**config.mk**
```make
export PLATFORM = sky130hd
export DESIGN_NAME = chaos_keystream_gen
export DESIGN_NICKNAME = d
export VERILOG_FILES = /design/src/rtl/chaos_keystream_gen.sv
export SDC_FILE = /design/constraint.sdc
export NUM_CORES = 1
export LEC_CHECK = 0
export CAP_MARGIN = 5
export CORE_MARGIN = 1
export CORE_UTILIZATION = 57
export CTS_BUF_LIST = sky130_fd_sc_hd__clkbuf_4 sky130_fd_sc_hd__clkbuf_8
export DETAILED_ROUTE_END_ITERATION = 8
export GPL_TIMING_DRIVEN = 1
export MAX_ROUTING_LAYER = met4
export PLACE_DENSITY = 0.84
export REMOVE_ABC_BUFFERS = 1
export SLEW_MARGIN = 10
export SYNTH_ARGS = -nofsm -noshare
export SYNTH_HDL_FRONTEND = slang
export SYNTH_SLANG_ARGS = --single-unit
```
**constraint.sdc**
```tcl
create_clock -name clk -period 5.9 [get_ports clk]
set_input_delay 1.475 -clock clk [delete_from_list [all_inputs] [get_ports clk]]
set_output_delay 1.475 -clock clk [all_outputs]
set_load 0.005 [all_outputs]
```
**src/rtl/chaos_keystream_gen.sv**
```systemverilog
// chaos_keystream_gen: turns a stream of 33-bit chev3D_map samples into keystream bytes.
//
// After start is accepted, the first SKIP samples are discarded as warm-up; the next len samples
// are each folded to one byte (XOR of the four data bytes and the top bit) and pushed into a
// DEPTH-entry first-word-fall-through FIFO that the consumer drains via key_valid/key_ready.
//
// Parameters
//   SKIP  - warm-up samples discarded after start (0..65535)
//   DEPTH - output FIFO depth in bytes (power of two, >= 2)
// Ports
//   clk       - clock, rising edge
//   rst       - synchronous active-high reset
//   start     - one-cycle run request, honoured only when idle
//   len       - bytes to produce, sampled with start
//   xtn       - map sample
//   xtn_valid - xtn is valid
//   xtn_ready - sample accepted when xtn_valid && xtn_ready
//   key_byte  - FIFO head byte
//   key_valid - FIFO non-empty
//   key_ready - consumer accept; pop when key_valid && key_ready
//   busy      - run in progress (state not idle)
//   done      - one-cycle pulse the cycle after the last byte of a run is pushed
module chaos_keystream_gen #(
    parameter int unsigned SKIP  = 16,
    parameter int unsigned DEPTH = 8
) (
    input  logic        clk,
    input  logic        rst,
    input  logic        start,
    input  logic [15:0] len,
    input  logic [32:0] xtn,
    input  logic        xtn_valid,
    output logic        xtn_ready,
    output logic [7:0]  key_byte,
    output logic        key_valid,
    input  logic        key_ready,
    output logic        busy,
    output logic        done
);

    localparam int unsigned PtrW = (DEPTH > 2) ? $clog2(DEPTH) : 1;
    localparam int unsigned CntW = PtrW + 1;
    localparam logic [CntW-1:0] FullCnt  = CntW'(DEPTH);
    localparam logic [15:0]     SkipInit = 16'(SKIP);

    typedef enum logic [1:0] {
        StIdle,
        StWarmup,
        StRun
    } state_e;

    state_e          state_q;
    logic [15:0]     skip_cnt_q;
    logic [15:0]     rem_q;
    logic            done_q;

    logic [7:0]      mem_q [DEPTH];
    logic [PtrW-1:0] wr_ptr_q;
    logic [PtrW-1:0] rd_ptr_q;
    logic [CntW-1:0] count_q;

    logic            full;
    logic            empty;
    logic            xfer;
    logic            push;
    logic            pop;
    logic [7:0]      fold_byte;

    function automatic logic [7:0] fold(input logic [32:0] s);
        return s[7:0] ^ s[15:8] ^ s[23:16] ^ s[31:24] ^ {7'b0, s[32]};
    endfunction

    // Handshake decode. xtn_ready looks only at full, so a pop in the same
    // cycle never opens a slot for a push until the following cycle.
    always_comb begin
        full  = (count_q == FullCnt);
        empty = (count_q == '0);
        case (state_q)
            StWarmup: xtn_ready = 1'b1;
            StRun:    xtn_ready = !full;
            default:  xtn_ready = 1'b0;
        endcase
        xfer      = xtn_valid && xtn_ready;
        push      = xfer && (state_q == StRun);
        pop       = !empty && key_ready;
        fold_byte = fold(xtn);
    end

    // Control FSM
    always_ff @(posedge clk) begin
        if (rst) begin
            state_q    <= StIdle;
            skip_cnt_q <= '0;
            rem_q      <= '0;
            done_q     <= 1'b0;
        end else begin
            done_q <= 1'b0;
            case (state_q)
                StIdle: begin
                    if (start) begin
                        if (len == '0) begin
                            // Empty run: report completion without leaving idle.
                            done_q <= 1'b1;
                        end else begin
                            rem_q <= len;
                            if (SKIP == 0) begin
                                state_q <= StRun;
                            end else begin
                                state_q    <= StWarmup;
                                skip_cnt_q <= SkipInit;
                            end
                        end
                    end
                end
                StWarmup: begin
                    if (xfer) begin
                        skip_cnt_q <= skip_cnt_q - 16'd1;
                        if (skip_cnt_q == 16'd1) begin
                            state_q <= StRun;
                        end
                    end
                end
                StRun: begin
                    if (xfer) begin
                        rem_q <= rem_q - 16'd1;
                        if (rem_q == 16'd1) begin
                            state_q <= StIdle;
                            done_q  <= 1'b1;
                        end
                    end
                end
                default: state_q <= StIdle;
            endcase
        end
    end

    // FIFO bookkeeping; pointers wrap naturally because DEPTH is a power of two.
    always_ff @(posedge clk) begin
        if (rst) begin
            wr_ptr_q <= '0;
            rd_ptr_q <= '0;
            count_q  <= '0;
        end else begin
            if (push) begin
                wr_ptr_q <= wr_ptr_q + PtrW'(1);
            end
            if (pop) begin
                rd_ptr_q <= rd_ptr_q + PtrW'(1);
            end
            case ({push, pop})
                2'b10:   count_q <= count_q + CntW'(1);
                2'b01:   count_q <= count_q - CntW'(1);
                default: count_q <= count_q;
            endcase
        end
    end

    // Storage is not reset; contents are meaningless until count_q says otherwise.
    always_ff @(posedge clk) begin
        if (push) begin
            mem_q[wr_ptr_q] <= fold_byte;
        end
    end

    assign key_byte  = mem_q[rd_ptr_q];
    assign key_valid = !empty;
    assign busy      = (state_q != StIdle);
    assign done      = done_q;

endmodule

```
Yosys cells after proc, flatten, opt, wreduce, memory -nomap -nowiden
Memory sizes are Yosys's and may differ from the RTL's. A register that Yosys moved wholly into a read port is not among the register bits.
Index checks and enable logic that the tools add are counted.
{"block": "totals", "mem_count": 1, "mem_bits_rw": 64, "ff_bits": 45, "word_cells": 72, "output_inout_bits": 12}
{"block": "op_classes", "n_addsub": 6, "n_mux": 26, "bitwise_logic": 4, "n_eq_ne": 13, "n_reduce_logical": 15}
{"name": "mem_q", "words": 8, "width": 8, "rd": 1, "rd_ports_with_merged_regs": 1, "write_ports": 1, "line": "57", "text": "logic [7:0] mem_q [DEPTH];"}
{"op": "16-bit 2-to-1 mux", "n": 6}
{"op": "16-bit one-hot mux with 2 select lines", "n": 2}
{"op": "16-bit by 1-bit == test with 1-bit output, second input constant", "n": 2}
{"op": "16-bit by 1-bit subtractor with 16-bit output, second input constant", "n": 2}
{"op": "8-bit bitwise XOR", "n": 3}
{"op": "16-bit logical NOT", "n": 1}
{"op": "2-bit 2-to-1 mux", "n": 6}
{"op": "2-bit inequality test, second input constant", "n": 5}
{"op": "4-bit one-hot mux with 2 select lines", "n": 1}
{"op": "4-bit AND reduction", "n": 2}
{"op": "2-bit nonzero test", "n": 4}
{"op": "8-bit by 1-bit bitwise XOR with 8-bit output", "n": 1}
{"op": "3-bit by 1-bit adder with 3-bit output, second input constant", "n": 2}
{"op": "1-bit 2-to-1 mux", "n": 6}
{"op": "3-bit 2-to-1 mux", "n": 2}
{"op": "2-bit one-hot mux with 3 select lines", "n": 1}
{"op": "6-bit AND reduction", "n": 1}
{"op": "4-bit by 1-bit adder with 4-bit output, second input constant", "n": 1}
{"op": "2-bit by 1-bit == test with 1-bit output, second input constant", "n": 2}
{"op": "2-bit == test, second input constant", "n": 2}
{"op": "4-bit == test, second input constant", "n": 1}
{"op": "4-bit logical NOT", "n": 1}
{"op": "1-bit one-hot mux with 2 select lines", "n": 2}
{"op": "4-bit by 1-bit subtractor with 4-bit output, second input constant", "n": 1}
{"op": "other kinds (4)", "n": 7}

Logic depth before layout (Yosys ltp)
Gate-level depths: netlist (run 1).
{"block": "logic_depth", "word_depth": 7, "mapped_depth": 13, "mapped_depth_nobuf": 12}

Least setup slack after synthesis (run 1)
Ideal clock, no wire load.
{"block": "synth_timing", "kind": "in2reg", "from": "input xtn_valid", "to": "memory mem_q[4][0] (enable)", "required_ps": 5502, "setup_slack_ps": 2522, "arrival_ps": 2981, "cell_stages": 5, "setup_time_ps": 398, "path_cell_list": "and2_1 o211a_1 buf_2 inv_2 nor4b_1"}
{"block": "synth_via", "elab_chain_len": 4}
{"element": "from (decl)", "line": "32", "text": "input logic xtn_valid,"}
{"element": "1-bit logical AND", "line": "83", "text": "xfer = xtn_valid && xtn_ready;"}
{"element": "1-bit logical AND", "line": "84", "text": "push = xfer && (state_q == StRun);"}
{"element": "1-bit 2-to-1 mux", "line": "160", "text": "if (push) begin"}
{"element": "1-bit 2-to-1 mux (not written as such)", "line": "161", "text": "mem_q[wr_ptr_q] <= fold_byte;"}
{"element": "to (decl)", "line": "57"}
No other way between the ends.

==> impl_results.md, run 1 <==
* FMAX at about 240 MHz
* Critical path, cell by cell: mux4_2, mux2_2, clkdlybuf4s50_1
* Flop pwr share at 41.4%
* Std-Cell Rows at 35
* Setup bufs post-CTS at 0
* Async S/R FF share, synth at 0%
* First-pass GRT wire length at 18.11 mm
* Clock Pin Slew Worst Setup and Hold Paths at 0.11 ns
* Sw Ratio at around 40%
* DP HPWL at 7.693 mm
* DP Area at 6245 µm²
* Dpl cells at 646
* Crit-path max cell delay at 1.06 ns
* Netlist cell types at about 60
* Peak VDD IR at 0.2891 mV
* Root Driver: clkbuf_8
* Worst setup margin at 1.645 ns
* Comb pwr share at 40.6%
* Synth area leaders: edfxtp_1 (35%), dfxtp_1 (18%), mux4_2 (6.6%)
* Vias in the first global route at 3,830
* Int Pwr at 1.533 mW
* Synth Area in Compound Gates at 13.30%
* Cell area after synthesis at 5487 µm²
* Critical path's slowest cell: dfxtp_1
* Filler cell count at 684
* Core Footprint at 9284 µm²
* Pin count of the biggest net entering global routing at 32
* Status: complete, no violations
* Diodes inserted at 0
* Share of the synthesized area in the top cell type at 35.03%
* Gr usage total at 23.96%
* Skew-Pair Late Insertion Delay at 0.37 ns
* P&R area growth vs syn at 17.49%
* P_sw at 1.008 mW
* Clock power share at 18.0%
* Fraction of layout cells with a size suffix above 1 at 10.69%
* Final worst-path cycle share at 72.11%
* Reg2reg setup slack at 2.74 ns
* Critical path endpoint: key_byte[7]
* Final-stage net count at 594
* H-tree Lvls at 3
* P_leak at 2.194 nW
* Final period demand of the worst path at 4.255 ns
* RSZ-0062 raised after global routing: false
* Final non-filler cell total at approximately 660
* Crit Path Category: flip-flop to output pin
* Port buffer count at 65
* Total of warnings raised by yosys at 0
* Top_reg_cell synth: edfxtp_1
* R2R cell count at 11
* Synth Area in Adders at 2.737%
* Most common library cell in the layout ignoring fill and taps: clkdlybuf4s50_1
* Worst slew pin tran at 1.254 ns
* Max-slew violations at 0
* CTS max path bufs at 2
* Chip width at 100.1 µm
* Buffers and inverters on the worst path at 1
* Cells after synthesis at 473
* Commonest cells after routing, fill and taps aside: clkdlybuf4s50_1 (65), edfxtp_1 (64), dfxtp_1 (48), a21oi_1 (39), o31ai_1 (24)
* RD Place Congestion at 0.8718
* WP data arrival at 2.78 ns
* Die height at ~100 µm
* Relative slew slack at 15.83%
* First DRT Iteration DRCs at around 210
* Starting Density at 59.10%
* CTS resizes at 0
* CP Launch Type: flip-flop
* Drt first pass iters at 5
* Total chip power at 2.541 mW
* Post-Place Worst Slack at around 1.9 ns
* Largest fanout on the critical path at 16
* Post-DR wirelength/cell at 16.90 µm
* Cell family with most CP delay: flip-flops
* Pwr/cell area at 394.2 nW/µm²
* I/O pin cnt at 66
* Mean Syn Cell Area at 11.60 µm²
* Required time of the critical path at 4.43 ns
* Die ar. at roughly 10,000 µm²
* CTS tree: done
* Reg-to-Reg Start: state_q[0]
* Routed wire length at 11.19 mm
* TritonCTS Sinks at about 110
* CP Capture Type: output pin
* GR Overflow Total at 0
* Skew final at around 0.013 ns
* Max_cap viols at 0
* Post-synthesis xor/xnor area fraction at 5.268%
* Stages on the worst setup path at 3
* Yosys reg bits at roughly 110
* Final-report hold violation count at 0
* Setup total negative slack at 0 ns
* Setup Viol. Count Final at 0
* Via/cell ratio at 6.116
* Via count at ~4k
* Register area share after synthesis at 52.54%
* # DRC at 0
* Worst min-delay path class: flip-flop to flip-flop
* Finished Cell Area at 6446 µm²
* Capture point of the worst reg-to-reg path: count_q[2]
* CTS Buf Count at 9
* Final ANT Viol Nets at 0
* Initial antenna violation count at 0
* EDFF count, synth at between 60 and 70
* Proportion of synthesized area in mux cells at approximately 8.9%
* Hold Buf Count CTS at 0
* Main combinational cell family by area after synthesis: simple AND/OR/NAND/NOR gates
* Simple-Gate Fraction of Synth Area at roughly 14%
* Post-synth top area cell: edfxtp_1
[how the worst min path moves through the flow]
stage | slack (ns) | end | startpoint | depth (start not counted)
after floorplan | 0.43 | rem_q[13] | rem_q[13] | 2
after global placement | 0.45 | rem_q[13] | rem_q[13] | 2
after detailed placement | 0.46 | skip_cnt_q[1] | skip_cnt_q[1] | 2
after CTS | 0.48 | skip_cnt_q[1] | skip_cnt_q[1] | 2
after global routing | 0.50 | skip_cnt_q[1] | skip_cnt_q[1] | 2
final | 0.48 | skip_cnt_q[1] | skip_cnt_q[1] | 2
[Yosys cell counts (7+ instances only)]
library cell  count
nor3_1            8
inv_1            12
nand2_1          19
ha_1             12
mux2_2            8
xnor2_1          20
nor2_1           22
or4_1            11
edfxtp_1         64
nand3_1          14
dfxtp_1          48
or3_1             9
mux4_2           16
a21oi_1          39
o211ai_1          7
o31ai_1          24
o41ai_1           7
clkbuf_1         25
xor2_1           13
nand2b_1         11
[area by class of cell]
cell class	instances	area (µm²)	share of cell area, %
multi-input cells	317	2426	37.64
inverters	13	48.80	0.7570
repair buffers	75	725.7	11.26
clock buffers	9	123.9	1.922
clock inverters	7	77.57	1.203
well taps	129	161.4	2.504
flip-flops and latches	112	2883	44.72
[power by group through the flow]
stage	sequential, mW	clock (mW)	combinational (mW)
after floorplan	1.04	0	0.742
after global placement	1.06	0	0.978
after detailed placement	1.07	0	1.02
after CTS	1.05	0.462	1.02
after global routing	1.07	0.498	1.14
final	1.05	0.456	1.03
[flip-flops by register name, summed over array words and instances, names as in the netlist, named ones only]
register	flops
rd_ptr_q	3
done	1
mem_q	64
wr_ptr_q	3
count_q	4
state_q	2
skip_cnt_q	16
rem_q	16
[worst register-to-register path, stage by stage, from the launching register on]
cell     delay (ns)
dfxtp_1        0.34
inv_1          0.08
ha_1           0.76
o211a_1        0.43
inv_2          0.13
ha_1           0.28
xor2_1         0.16
ha_1           0.18
a21oi_1        0.16
xor2_1         0.10
or3_1          0.31
a21oi_1        0.13
[through the flow]
step / hold slack (ns) / utilization (%)
after floorplan: 0.4333 / -
after global placement: 0.4480 / 67.26
after detailed placement: 0.4610 / 67.26
after CTS: 0.4764 / 69.43
after global routing: 0.4985 / 69.43
final: 0.4755 / 69.43
[routing by layer]
layer | GRT usage (%) | part of all wire (%)
met3 | 3.134 | 4.9
met1 | 29.33 | 42
met5 | - | 0
met2 | 41.38 | 51
met4 | 7.915 | 1.6
[kinds of logic after synthesis]
group                    after synthesis
AO/OA/AOI/OAI                        111
buffers and inverters                 44
AND/OR/NAND/NOR                      133
XOR/XNOR                              33
flip-flops                           112
multiplexers                          28
adder cells (fa/ha/maj)               12
Power figures use the tool's default switching activity.
==> run 2: changes to the inputs <==
CORE_UTILIZATION = 52   (was 57)
PLACE_DENSITY = 0.81   (was 0.84)
clock period = 3.65 ns   (was 5.9 ns; I/O delays follow)
==> run 2 against run 1 <==
Compared with the run above: cell area grew 0.95%; flip-flop and latch count is the same; core utilization shrank 6.1 points; total power grew 62%; clock skew grew 0.0051 ns; critical path type unchanged; global-route usage shrank 1.3 points; first-iteration DRC count grew 17%; non-clock buffer count grew 8; critical endpoint is now key_byte[2].
==> impl_results.md, run 2 (same netlist as run 1, synthesis figures left out) <==
* Gr usage total at 22.62% (-1.3 points)
* First-pass GRT wire length at 19.24 mm (+6.3%)
* Most common library cell in the layout ignoring fill and taps: clkdlybuf4s50_1
* Setup total negative slack at 0 ns (unchanged)
* Final ANT Viol Nets at 0 (unchanged)
* Via/cell ratio at 5.944 (-2.8%)
* Post-DR wirelength/cell at 16.82 µm (-0.45%)
* Status: complete, no violations
* H-tree Lvls at 3 (unchanged)
* Final-report hold violation count at 0 (unchanged)
* Worst min-delay path class: flip-flop to flip-flop
* Setup bufs post-CTS at 0 (unchanged)
* Root Driver: clkbuf_8
* Vias in the first global route at 4,012 (+4.8%)
* Critical path, cell by cell: buf_4, mux4_2, mux2_2, clkdlybuf4s50_1
* Pwr/cell area at 634.4 nW/µm² (+61%)
* Required time of the critical path at 2.74 ns (-1.69 ns)
* Die ar. at 10,970 µm² (+9.4%)
* Peak VDD IR at 0.5904 mV (+100%)
* I/O pin cnt at 66 (unchanged)
* Pin count of the biggest net entering global routing at 37 (+16%)
* Via count at 4,024 (-0.62%)
* Dpl cells at 661 (+2.3%)
* P&R area growth vs syn at 18.61%
* CTS resizes at 0 (unchanged)
* Critical path's slowest cell: mux4_2
* Largest regs: mem_q x64, rem_q x16, skip_cnt_q x16
* # DRC at 0 (unchanged)
* Routed wire length at 11.39 mm (+1.8%)
* Biggest register: mem_q
* GR Overflow Total at 0 (unchanged)
* Finished Cell Area at 6507 µm² (+0.95%)
* Worst setup margin at 0.4320 ns (-1.213 ns)
* CTS tree: done
* Final worst-path cycle share at 88.16%
* RD Place Congestion at 0.8104 (-7.0%)
* CTS Buf Count at 9 (unchanged)
* Setup Viol. Count Final at 0 (unchanged)
* Initial antenna violation count at 0 (unchanged)
* Skew final at 0.01763 ns (+0.005095 ns)
* DP Area at 6314 µm² (+1.1%)
* Final non-filler cell total at 677 (+2.3%)
* TritonCTS Sinks at 112 (unchanged)
* First DRT Iteration DRCs at 244 (+17%)
* Chip width at 104.7 µm (+4.6%)
* Area occupied by multi-input gates at 2426 µm² (unchanged)
* RSZ-0062 raised after global routing: false
* Drt first pass iters at 5 (unchanged)
* Total chip power at 4.128 mW (+62%)
* Final-stage net count at 602 (+1.3%)
* Std-Cell Rows at 37 (+5.7%)
* Filler cell count at 817 (+19%)
* Clock Pin Slew Worst Setup and Hold Paths at 0.11 ns (about the same)
* Relative slew slack at 49.77% (+34 points)
* Fraction of layout cells with a size suffix above 1 at 12.01% (+1.3 points)
* Diodes inserted at 0 (unchanged)
* Worst slew pin tran at 0.7472 ns (-0.5070 ns)
* WP data arrival at 2.31 ns (-0.47 ns)
* CTS max path bufs at 2 (unchanged)
* Max-slew violations at 0 (unchanged)
* Crit-path max cell delay at 0.55 ns (-0.51 ns)
* Hold Buf Count CTS at 0 (unchanged)
* CP Capture Type: output pin
* Max_cap viols at 0 (unchanged)
* Skew-Pair Late Insertion Delay at 0.39 ns (+0.02 ns)
* Commonest cells after routing, fill and taps aside: clkdlybuf4s50_1 (65), edfxtp_1 (64), dfxtp_1 (48), a21oi_1 (39), o31ai_1 (24)
* Port buffer count at 65 (unchanged)
* Crit Path Category: flip-flop to output pin
* Core Footprint at 10,280 µm² (+11%)
* DP HPWL at 7.758 mm (+0.84%)
* Post-Place Worst Slack at 0.4263 ns (-1.495 ns)
* Largest fanout on the critical path at 16 (unchanged)
* Largest register FFs at 64 (unchanged)
* Final period demand of the worst path at about 3.2 ns
* CP Launch Type: flip-flop
* Starting Density at 53.38% (-5.7 points)
* Reg area at 2883 µm² (unchanged)
* FMAX at 310.8 MHz
* P_leak at 2.234 nW (+1.9%)
* Die height at 104.7 µm (+4.6%)
run 2: cell count changes in the layout (fill, tap and decap cells not counted), sizes merged:
cell	before	now
clkinvlp	1	0
inv	19	17
clkinv	0	3
buf	10	18
run 2: path summary, 6_finish.rpt:
kind / startpoint / to / slack, ns / cells after the start
worst max-delay path: flip-flop / key_byte[2] / 0.43 / 4
worst min register to register: skip_cnt_q[1] / skip_cnt_q[1] / 0.48 / 2
worst min-delay path: skip_cnt_q[1] / skip_cnt_q[1] / 0.48 / 2
worst max register to register: count_q[0] / count_q[2] / 0.91 / 10
run 2: stage by stage:
step,util (%),hold slack [ns]
after floorplan,-,0.4333
after global placement,61.43,0.4482
after detailed placement,61.43,0.4572
after CTS,63.32,0.4741
after global routing,63.32,0.4884
final,63.32,0.4772
run 2: routing by layer:
| layer | track usage (%) | vias to the layer above | wire length [µm] |
|---|---|---|---|
| met2 | 37.75 | 137 | 5802 |
| li1 | - | 1926 | - |
| met3 | 3.805 | 13 | 578 |
| met5 | - | - | 0 |
| met1 | 28.39 | 1948 | 4859 |
| met4 | 6.740 | 0 | 147 |
run 2: layout make-up:
cell class,instances,area share (%)
Tap cell,136,2.615
Clock buffer,9,1.903
Sequential cell,112,44.30
Multi-Input combinational cell,317,37.28
Inverter,13,0.7499
Clock inverter,7,1.077
Timing Repair Buffer,83,12.07
run 2: power by group:
group          total, mW  leakage [nW]  switching [mW]  internal, mW
clock network      0.735         0.101           0.466         0.269
logic               1.70          1.17            1.02         0.683
registers           1.69         0.966           0.156          1.54
run 2: critical path, delay by kind of cell (launching register included):
kind,cells,cell delay (ns)
buf+inv,2,0.75
flops,1,0.33
mux,2,0.84
==> run 3: changes to the inputs <==
CTS_BUF_LIST = sky130_fd_sc_hd__clkbuf_8   (was sky130_fd_sc_hd__clkbuf_4 sky130_fd_sc_hd__clkbuf_8)
==> results of run 3 <==
The final DEF is identical to that of run 2; final timing and power are the same.
